**src/rtl/keypad_debouncer_pkg.sv**
```systemverilog
// keypad_pkg: shared definitions for the keypad debouncer slice.
// Holds the key code constants used between the membrane scanner and the
// safe controller, and the state encoding of the debounce FSM.
package keypad_pkg;

  // Scanner codes: 0-9 digits, A = '*', B = '#', F = no key.
  // Codes C-E never come from a real key and are treated like "no key".
  localparam logic [3:0] KEY_NONE      = 4'hF;
  localparam logic [3:0] KEY_STAR      = 4'hA;
  localparam logic [3:0] KEY_HASH      = 4'hB;
  localparam logic [3:0] KEY_MAX_VALID = 4'hB;

  typedef enum logic [1:0] {
    IDLE,
    PRESS_WAIT,
    HELD,
    RELEASE_WAIT
  } kp_state_e;

  // A raw sample counts as a key only if it is a digit, '*' or '#'.
  function automatic logic is_valid_key(input logic [3:0] code);
    return code <= KEY_MAX_VALID;
  endfunction

endpackage

```
**src/rtl/keypad_debouncer_if.sv**
```systemverilog
// keypad_debouncer_if: bundle between the scanner/controller side and the
// debouncer.
//   raw_code    : 4-bit scanner sample, driven by the master
//   key_code    : accepted code during key_valid, 4'hF otherwise
//   key_valid   : one-cycle pulse per debounced press
//   key_held    : high while a key is considered down
//   entry_abort : one-cycle pulse when the keypad idles too long
// master = scanner/consumer side, slave = the debouncer itself.
interface keypad_debouncer_if;

  logic [3:0] raw_code;
  logic [3:0] key_code;
  logic       key_valid;
  logic       key_held;
  logic       entry_abort;

  modport master (
    output raw_code,
    input  key_code,
    input  key_valid,
    input  key_held,
    input  entry_abort
  );

  modport slave (
    input  raw_code,
    output key_code,
    output key_valid,
    output key_held,
    output entry_abort
  );

endinterface

```
**src/rtl/keypad_debouncer_timer.sv**
```systemverilog
// idle_timeout_timer: counts idle cycles after an accepted key and fires a
// one-cycle pulse when the keypad has been quiet for TIMEOUT_CYC cycles.
//   clk   : clock, rising edge
//   rst   : synchronous active-high reset
//   arm   : pulse that (re)arms the timer, one per accepted key
//   run   : high while the keypad is idle and counting is allowed
//   pulse : registered one-cycle timeout pulse
// TIMEOUT_CYC = 0 disables the timer completely.
module idle_timeout_timer #(
  parameter int TIMEOUT_CYC = 1024
) (
  input  logic clk,
  input  logic rst,
  input  logic arm,
  input  logic run,
  output logic pulse
);

  // Keep at least one bit so the disabled configuration still elaborates.
  localparam int TW = (TIMEOUT_CYC < 1) ? 1 : $clog2(TIMEOUT_CYC + 1);
  localparam logic [TW-1:0] LAST = TW'((TIMEOUT_CYC < 1) ? 0 : TIMEOUT_CYC - 1);
  localparam logic ENABLED = (TIMEOUT_CYC != 0);

  logic          armed;
  logic [TW-1:0] tmo_cnt;

  // The counter only advances while armed and idle; leaving idle (including
  // a press landing on the expiry cycle) clears it, so the press wins.
  // Expiry disarms the timer so the abort fires once per entry.
  always_ff @(posedge clk) begin
    if (rst) begin
      armed   <= 1'b0;
      tmo_cnt <= '0;
      pulse   <= 1'b0;
    end else begin
      pulse <= 1'b0;
      if (arm) begin
        armed <= 1'b1;
      end
      if (ENABLED && run && armed) begin
        if (tmo_cnt == LAST) begin
          pulse   <= 1'b1;
          armed   <= 1'b0;
          tmo_cnt <= '0;
        end else begin
          tmo_cnt <= tmo_cnt + TW'(1);
        end
      end else begin
        tmo_cnt <= '0;
      end
    end
  end

endmodule

```
**src/rtl/keypad_debouncer.sv**
```systemverilog
// keypad_debouncer: turns noisy 4-bit scanner samples into one clean key
// event per physical press, suppresses repeats while held, and raises an
// entry-abort pulse after a long idle period following a key.
//   clk : clock, rising edge
//   rst : synchronous active-high reset
//   kif : keypad_debouncer_if.slave (raw_code in; key_code, key_valid,
//         key_held, entry_abort out, all registered)
module keypad_debouncer
  import keypad_pkg::*;
#(
  parameter int DEBOUNCE_CYC = 8,
  parameter int TIMEOUT_CYC  = 1024
) (
  input  logic                 clk,
  input  logic                 rst,
  keypad_debouncer_if.slave    kif
);

  localparam int DW = $clog2(DEBOUNCE_CYC + 1);
  localparam logic [DW-1:0] DEB_LAST = DW'(DEBOUNCE_CYC - 1);

  kp_state_e     state;
  logic [3:0]    cand;
  logic [DW-1:0] deb_cnt;
  logic          raw_valid;
  logic          timer_run;

  assign raw_valid = is_valid_key(kif.raw_code);

  // Idle time only accumulates while nothing is pressed, so a valid sample
  // arriving on the expiry cycle suppresses the abort.
  assign timer_run = (state == IDLE) && !raw_valid;

  // Debounce FSM. deb_cnt counts consecutive agreeing samples, starting at 1
  // on the sample that enters a wait state, so the transition happens on the
  // DEBOUNCE_CYC-th agreeing sample. key_held is registered alongside the
  // state so it tracks HELD/RELEASE_WAIT exactly. Once HELD, other codes are
  // ignored until a full release is seen.
  always_ff @(posedge clk) begin
    if (rst) begin
      state     <= IDLE;
      cand      <= KEY_NONE;
      deb_cnt   <= '0;
      kif.key_code  <= KEY_NONE;
      kif.key_valid <= 1'b0;
      kif.key_held  <= 1'b0;
    end else begin
      kif.key_valid <= 1'b0;
      kif.key_code  <= KEY_NONE;
      case (state)
        IDLE: begin
          if (raw_valid) begin
            cand    <= kif.raw_code;
            deb_cnt <= DW'(1);
            state   <= PRESS_WAIT;
          end
        end
        PRESS_WAIT: begin
          if (!raw_valid) begin
            state <= IDLE;
          end else if (kif.raw_code != cand) begin
            cand    <= kif.raw_code;
            deb_cnt <= DW'(1);
          end else if (deb_cnt == DEB_LAST) begin
            state         <= HELD;
            kif.key_valid <= 1'b1;
            kif.key_code  <= cand;
            kif.key_held  <= 1'b1;
          end else begin
            deb_cnt <= deb_cnt + DW'(1);
          end
        end
        HELD: begin
          if (!raw_valid) begin
            deb_cnt <= DW'(1);
            state   <= RELEASE_WAIT;
          end
        end
        RELEASE_WAIT: begin
          if (raw_valid) begin
            state <= HELD;
          end else if (deb_cnt == DEB_LAST) begin
            state        <= IDLE;
            kif.key_held <= 1'b0;
          end else begin
            deb_cnt <= deb_cnt + DW'(1);
          end
        end
        default: begin
          state <= IDLE;
        end
      endcase
    end
  end

  idle_timeout_timer #(
    .TIMEOUT_CYC(TIMEOUT_CYC)
  ) u_timer (
    .clk   (clk),
    .rst   (rst),
    .arm   (kif.key_valid),
    .run   (timer_run),
    .pulse (kif.entry_abort)
  );

endmodule

```
**src/flat_wrapper.sv**
```systemverilog
// flat-port wrapper written by rule: the top's interface ports become plain ports
module keypad_debouncer_flat import keypad_pkg::*;
#(
  parameter int DEBOUNCE_CYC = 8,
  parameter int TIMEOUT_CYC  = 1024
)
  (clk, rst, kif_raw_code, kif_key_code, kif_key_valid, kif_key_held, kif_entry_abort);
  keypad_debouncer_if kif_i ();
  input  logic clk;
  input  logic rst;
  input wire logic [$bits(kif_i.raw_code)-1:0] kif_raw_code;
  output wire logic [$bits(kif_i.key_code)-1:0] kif_key_code;
  output wire logic [$bits(kif_i.key_valid)-1:0] kif_key_valid;
  output wire logic [$bits(kif_i.key_held)-1:0] kif_key_held;
  output wire logic [$bits(kif_i.entry_abort)-1:0] kif_entry_abort;
  assign kif_i.raw_code = kif_raw_code;
  assign kif_key_code = kif_i.key_code;
  assign kif_key_valid = kif_i.key_valid;
  assign kif_key_held = kif_i.key_held;
  assign kif_entry_abort = kif_i.entry_abort;
  keypad_debouncer #(.DEBOUNCE_CYC(DEBOUNCE_CYC), .TIMEOUT_CYC(TIMEOUT_CYC)) u_core (.clk(clk), .rst(rst), .kif(kif_i));
endmodule
```
**config.mk**
```make
export PLATFORM = sky130hd
export DESIGN_NAME = keypad_debouncer_flat
export DESIGN_NICKNAME = d
export VERILOG_FILES = /design/src/rtl/keypad_debouncer_pkg.sv /design/src/rtl/keypad_debouncer_if.sv /design/src/rtl/keypad_debouncer_timer.sv /design/src/rtl/keypad_debouncer.sv /design/src/flat_wrapper.sv
export SDC_FILE = /design/constraint.sdc
export NUM_CORES = 1
export LEC_CHECK = 0
export CAP_MARGIN = 20
export CORE_UTILIZATION = 55
export DETAILED_ROUTE_END_ITERATION = 8
export HOLD_SLACK_MARGIN = 0.1
export PLACE_DENSITY_LB_ADDON = 0.15
export SLEW_MARGIN = 20
export SYNTH_ARGS = -nofsm -noshare
export SYNTH_HDL_FRONTEND = slang
export SYNTH_SLANG_ARGS = --single-unit
```
**constraint.sdc**
```tcl
create_clock -name clk -period 2.21 [get_ports clk]
set_clock_uncertainty 0.2 [all_clocks]
set_input_delay 0.663 -clock clk [delete_from_list [all_inputs] [get_ports clk]]
set_output_delay 0.663 -clock clk [all_outputs]
set_load 0.005 [all_outputs]
```
==> out/qor.yml, run 1 <==
drt:
  vias_per_cell: 5.50
  wl_per_cell_um: 13.2
  firstDrtPassIters: 4
  vias: 1127
  ant_nets: 0
  route.detailed.drc: 0
  drt_wl_total_mm: 2.70
  drtIter0Drc: 19
sta:
  finalSetupTns_ps: 0
  finalCriticalPeriod_ps: 2110
  grt_setup_unrepaired: "false"
  timing.hold.ws_ps: 286
  slew_violations: 0
  tightest_slew_ps: 692
  max-slew-margin-rel_pct: 53.6
  setup_viol: 0
  finalCritPeriodShare_pct: 95.6
  max_freq_ghz: 0.473
  hold_viol: 0
global_routing:
  gr-total-overflow: 0
  grt_first_pass_wirelength_mm: 4.51
  antenna_found_initial: 0
  grt_pass1_vias: 1056
  grt.total_usage_pct: 23.7
  grt_max_degree: 18
critical_path:
  worst-path-max-fanout: 4
  cp.arrival_ps: 2160
  critPathKind: "in -> reg"
  required_ps: 2260
  slowest_stage: "clkdlybuf4s50_1"
  path_delay_family: "buffers and inverters"
  endpoint_kind: "flop"
  critPathBufInv: 2
  cp-start-kind: "primary input"
  cp_cell_sequence: "clkdlybuf4s50_1 -> xnor2_1 -> and4_1 -> buf_4 -> a21boi_2 -> mux2i_1"
  cp_slowest_stage_delay_ps: 460
pwr:
  power_density_nw_per_um2: 570
  static-leakage-power_nw: 0.636
  peakVddDrop_uv: 679
floorplanning:
  die_h_um: 51.1
  io_pins: 13
  core_area_um2: 2230
  row_count: 17
  start_util_pct: 59.3
  dieArea_um2: 2610
  die_x_um: 51.1
clock_tree:
  root_buffer: "clkbuf_4"
  cts_sinks: 29
  cts_tree: "done"
  clk_pin_slew_worst_paths_ps: 80
  ctsHtreeMaxLevel: 2
  clock_path_buffers: 2
  numCtsBuffers: 5
  hold_buffers: 0
  cts-resized-gates: 0
  insertion_delay_ps: 320
  postCtsSetupBuffers: 0
logic_synthesis:
  syn_avg_cell_area_um2: 9.32
  async_flop_share_pct: 0
  synth_edf_count: 0
  syn_inst: 142
  ys_warn_count: 0
  synthesis.nets: 150
  ys_types: 36
  synth_seq_cells: 29
  synth-seq-area-share_pct: 43.9
  netlist_area_um2: 1320
  synthFlopType: "dfxtp_1"
finish:
  layout.area.seq_um2: 581
  n_antenna_cell: 0
  stdcell_count: 205
  final_cell_area_um2: 1660
  drive_gt1_share_pct: 19.8
  layout_commonest_cell: "dfxtp_1"
  final_util_pct: 74.2
  final_nets: 185
  layout_common_cells: "dfxtp_1 (29), nor2_1 (23), buf_4 (19)"
  n_fill_cell: 177
  areaGrowthSynthToFinish_pct: 25.1
  multi_input_area_um2: 699
placed_design:
  dpl.cell_count: 198
  gp_congestion: 0.887
  placed_area_um2: 1600
  dp_hpwl_mm: 2.06
  io_buffers: 12
worst_hold_path:
  hp-class: "reg -> reg"
status:
  status: "completed"
flow_run:
  max_cap_violations: 0
==> stage by stage <==
| step | power, mW | worst slack [ps] |
|---|---|---|
| after CTS | 0.952 | 22.6 |
| final | 0.944 | 96.2 |
| after global placement | 0.641 | -308 |
| after detailed placement | 0.644 | -316 |
| after global routing | 0.988 | 36.3 |
| after floorplan | 0.599 | 319 |
==> final timing paths <==
path | endpoint | startpoint | slack [ps] | cells after the start
worst max-delay path | u_core.cand[1]$_SDFFE_PP1P_ | kif_raw_code[1] | 100 | 6
worst min-delay path | u_core.u_timer.tmo_cnt[0]$_SDFF_PP0_ | u_core.u_timer.tmo_cnt[0]$_SDFF_PP0_ | 290 | 1
worst max register to register | u_core.u_timer.tmo_cnt[7]$_SDFF_PP0_ | u_core.u_timer.tmo_cnt[2]$_SDFF_PP0_ | 280 | 4
worst min register to register | u_core.u_timer.tmo_cnt[0]$_SDFF_PP0_ | u_core.u_timer.tmo_cnt[0]$_SDFF_PP0_ | 290 | 1
==> synthesized netlist by cell type, drive strengths merged (2+ instances only) <==
| cell | count | share of area (%) |
|---|---|---|
| a2bb2oi | 2 | 1.3 |
| ha | 2 | 1.9 |
| dfxtp | 29 | 44 |
| xor2 | 5 | 3.3 |
| or2 | 4 | 1.9 |
| o21ai | 4 | 1.5 |
| nor4 | 2 | 0.95 |
| and3b | 2 | 1.4 |
| xnor2 | 9 | 6.0 |
| inv | 5 | 1.4 |
| a31oi | 2 | 0.95 |
| nor3 | 4 | 1.5 |
| nand3 | 10 | 3.8 |
| a21boi | 2 | 2.3 |
| a21oi | 3 | 1.1 |
| nand2 | 7 | 2.0 |
| and4 | 2 | 1.3 |
| nor2 | 23 | 6.5 |
| clkbuf | 2 | 1.3 |
| o31ai | 2 | 1.5 |
| and3 | 2 | 0.95 |
| mux2i | 4 | 3.0 |
| nand4 | 6 | 2.8 |
==> where the power goes <==
| group | switching, mW | internal, mW | leakage, nW |
|---|---|---|---|
| Clock | 0.162 | 0.150 | 0.0314 |
| Combinational | 0.0433 | 0.0485 | 0.369 |
| Sequential | 0.00915 | 0.531 | 0.236 |
| Total | 0.215 | 0.730 | 0.636 |
==> registers in the layout (all words and copies together) (netlist names), named ones only <==
signal and count:
u_core.kif.key_valid 1, u_core.kif.key_code 4, u_core.deb_cnt 4, u_core.u_timer.armed 1, u_core.state 1, u_core.u_timer.tmo_cnt 11
u_core.kif.key_held 1, u_core.u_timer.pulse 1, u_core.cand 4
==> metal layers <==
layer	track usage (%)	share of wire (%)	vias to the layer above
li1	-	-	576
met1	29.6	46	507
met2	38.2	45	38
met3	5.36	6.4	6
met4	11.1	2.4	0
met5	0	0	-
==> cell type report <==
cell class / count / area share (%)
inverter: 5 / 1.13
tap: 28 / 2.11
multi-input combinational: 105 / 42.2
sequential: 29 / 35.0
timing repair buffer: 31 / 16.2
clock buffer: 7 / 3.32
==> worst reg2reg max path, cell delays in order, from the launching register on <==
cell and delay, ps:
dfxtp_1 420, and4_1 250, nand4_1 170, o31ai_2 640, nor2_1 110
==> cell families (layout without fill, tap and decap cells) <==
kind of cell    Yosys count  count (layout)  synth area share [%]
flops                    29              29                  43.9
mux                       4               4                  3.02
buf+inv                   8              43                  3.31
fa+ha+maj                 2               2                  1.89
compound gates           20              20                  13.8
xor+xnor                 14              14                  9.26
simple gates             65              65                  24.9
Power figures use the tool's default switching activity.
==> run 2, diff against run 1 <==
CORE_UTILIZATION = 51   (was 55)
==> run 2 against run 1 <==
  * Worst setup slack improved by 6.9 ps
  * Via count decreased by 0.44%
  * Global-route usage decreased by 0.44 points
  * Critical path type is now reg -> out
  * Highest routed layer unchanged
==> out/qor.yml, run 2 (synthesis results as in run 1) <==
critical_path:
  cp_slowest_stage_delay_ps: 520  # +60 ps
  cp.arrival_ps: 1240  # -920 ps
  timing.rr.start: "u_core.u_timer.tmo_cnt[0]$_SDFF_PP0_"
  cp.depth: 1  # -5
  endpoint_kind: "output pin"
  critPathBufInv: 1  # -1
  critPathKind: "reg -> out"
  r2r-end: "u_core.u_timer.tmo_cnt[8]$_SDFF_PP0_"
  slowest_stage: "clkdlybuf4s50_1"
  required_ps: 1350  # -910 ps
  path_delay_family: "buffers and inverters"
  reg2regPathDepth: 4  # unchanged
  worst-path-max-fanout: 2  # -2
  cp_cell_sequence: "clkdlybuf4s50_1"
  cp-start-kind: "flop"
  rrSetupSlack_ps: 290  # about the same
finish:
  layout_commonest_cell: "dfxtp_1"
  layout_common_cells: "dfxtp_1 (29), nor2_1 (23), buf_4 (17)"
  final_cell_area_um2: 1660  # +0.15%
  regMostFlops: "u_core.u_timer.tmo_cnt"
  drive_gt1_share_pct: 19.9  # +0.11 points
  areaGrowthSynthToFinish_pct: 25.3
  n_fill_cell: 187  # +5.6%
  largest_reg_flops: 11  # unchanged
  final_nets: 183  # -1.1%
  n_antenna_cell: 0  # unchanged
pwr:
  peakVddDrop_uv: 588  # -13%
  clockPowerShare_pct: 36.7  # +3.6 points
  switchingPower_uw: 233  # +8.6%
  sw_frac_of_total_pct: 23.4  # +0.68 points
  p_seq_share_pct: 54.2  # -3.0 points
  power_density_nw_per_um2: 600  # +5.3%
  static-leakage-power_nw: 0.636  # about the same
  power.internal_uw: 763  # +4.5%
  power_frac_comb_pct: 9.1  # -0.6 points
drt:
  ant_nets: 0  # unchanged
  vias: 1122  # -0.44%
  wl_per_cell_um: 13.3  # +0.88%
  route.detailed.drc: 0  # unchanged
  drtIter0Drc: 18  # -1
  drt_wl_total_mm: 2.74  # +1.4%
  firstDrtPassIters: 4  # unchanged
  vias_per_cell: 5.45  # -0.93%
worst_hold_path:
  min_to: "u_core.kif.key_held$_SDFFE_PP0P_"
  hold_path_depth: 2  # +1
  hp-class: "reg -> reg"
  min_from: "u_core.kif.key_held$_SDFFE_PP0P_"
clock_tree:
  insertion_delay_ps: 330  # about the same
  ctsHtreeMaxLevel: 2  # unchanged
  root_buffer: "clkbuf_4"
  hold_buffers: 0  # unchanged
  clock_path_buffers: 2  # unchanged
  cts_sinks: 29  # unchanged
  clk_pin_slew_worst_paths_ps: 90  # about the same
  numCtsBuffers: 5  # unchanged
  cts_tree: "done"
global_routing:
  grt_pass1_vias: 1026  # -2.8%
  grt_max_degree: 18  # unchanged
  grt_first_pass_wirelength_mm: 4.52  # +0.16%
  grt.total_usage_pct: 23.2  # -0.44 points
  gr-total-overflow: 0  # unchanged
  antenna_found_initial: 0  # unchanged
sta:
  finalCritPeriodShare_pct: 95.3  # -0.31 points
  slew_violations: 0  # unchanged
  setup_viol: 0  # unchanged
  max_freq_ghz: 0.475  # +0.33%
  finalCriticalPeriod_ps: 2110  # -6.95 ps
  setup_ws_ps: 103  # +6.95 ps
  max-slew-margin-rel_pct: 54.3  # +0.73 points
  grt_setup_unrepaired: "true"
  tightest_slew_ps: 681  # -10.8 ps
  hold_viol: 0  # unchanged
placed_design:
  dp_hpwl_mm: 2.10  # +2.0%
  gp_congestion: 0.896  # +1.0%
  io_buffers: 12  # unchanged
  placed_area_um2: 1580  # -0.78%
  pre_cts_ws_ps: -347  # -31.1 ps
floorplanning:
  die_x_um: 52.9  # +3.7%
  start_util_pct: 53.9  # -5.3 points
  dieArea_um2: 2800  # +7.5%
  core_area_um2: 2450  # +9.9%
  die_h_um: 52.9  # +3.7%
  row_count: 18  # +1
  io_pins: 13  # unchanged
flow_run:
  max_cap_violations: 0  # unchanged
status:
  status: "completed"
==> run 2: changes by cell type in the layout (fill, tap and decap cells not counted), sizes merged <==
cell	change
buf	-2
clkinv	+1
==> run 2: layout make-up <==
| type | instances | area, um^2 | share of cell area, % |
|---|---|---|---|
| Sequential cell | 29 | 581 | 35.0 |
| Clock buffer | 7 | 65.1 | 3.92 |
| Clock inverter | 1 | 5.00 | 0.302 |
| Inverter | 5 | 18.8 | 1.13 |
| Timing Repair Buffer | 29 | 253 | 15.2 |
| Tap cell | 30 | 37.5 | 2.26 |
| Multi-Input combinational cell | 105 | 699 | 42.2 |
==> run 2: how the worst max path moves through the flow <==
stage | end | from
floorplan | u_core.deb_cnt[1]$_SDFFE_PP0P_ | kif_raw_code[3]
global placement | u_core.deb_cnt[1]$_SDFFE_PP0P_ | kif_raw_code[3]
detailed placement | u_core.deb_cnt[1]$_SDFFE_PP0P_ | kif_raw_code[3]
CTS | u_core.deb_cnt[1]$_SDFFE_PP0P_ | kif_raw_code[3]
global route | u_core.cand[3]$_SDFFE_PP1P_ | kif_raw_code[1]
finish | kif_key_valid | u_core.kif.key_valid$_SDFF_PP0_
==> run 2: repair_timing <==
item                                   4_1_cts  5_1_grt
setup endpoints to repair                    0       15
endpoints found under the hold margin        0        0
buffers inserted                             0        0
resized for setup                            0        2
==> run 2: per-stage QoR <==
stage | TNS (ps) | utilization, % | instances | hold WS [ps] | power (mW)
after floorplan | 0 | - | 142 | 241 | 0.599
after global placement | -5150 | 64.5 | 198 | 260 | 0.640
after detailed placement | -6320 | 64.5 | 198 | 268 | 0.642
after CTS | 0 | 67.4 | 206 | 280 | 1.01
after global routing | -5.92 | 67.6 | 206 | 322 | 1.03
final | 0 | 67.6 | 206 | 275 | 0.996
==> run 2: per-layer routing <==
| layer | routed length [um] | track usage [%] | up-vias |
|---|---|---|---|
| li1 | - | - | 572 |
| met1 | 1260 | 28.3 | 504 |
| met2 | 1240 | 35.4 | 36 |
| met3 | 165 | 7.47 | 10 |
| met4 | 72 | 13.2 | 0 |
| met5 | 0 | 0 | - |
==> run 2: power by group through the flow <==
stage	logic [mW]	clock network, mW	registers, mW
2_1_floorplan	0.0490	0	0.550
3_3_place_gp	0.0880	0	0.552
3_5_place_dp	0.0898	0	0.553
4_1_cts	0.0905	0.375	0.540
5_1_grt	0.0997	0.388	0.542
6_report	0.0905	0.365	0.540
==> run 2: worst register-to-register path, cell delays in order (launching register included) <==
cell,delay [ps]
dfxtp_1,420
ha_1,250
nand4_1,160
o31ai_2,630
nor2_1,120
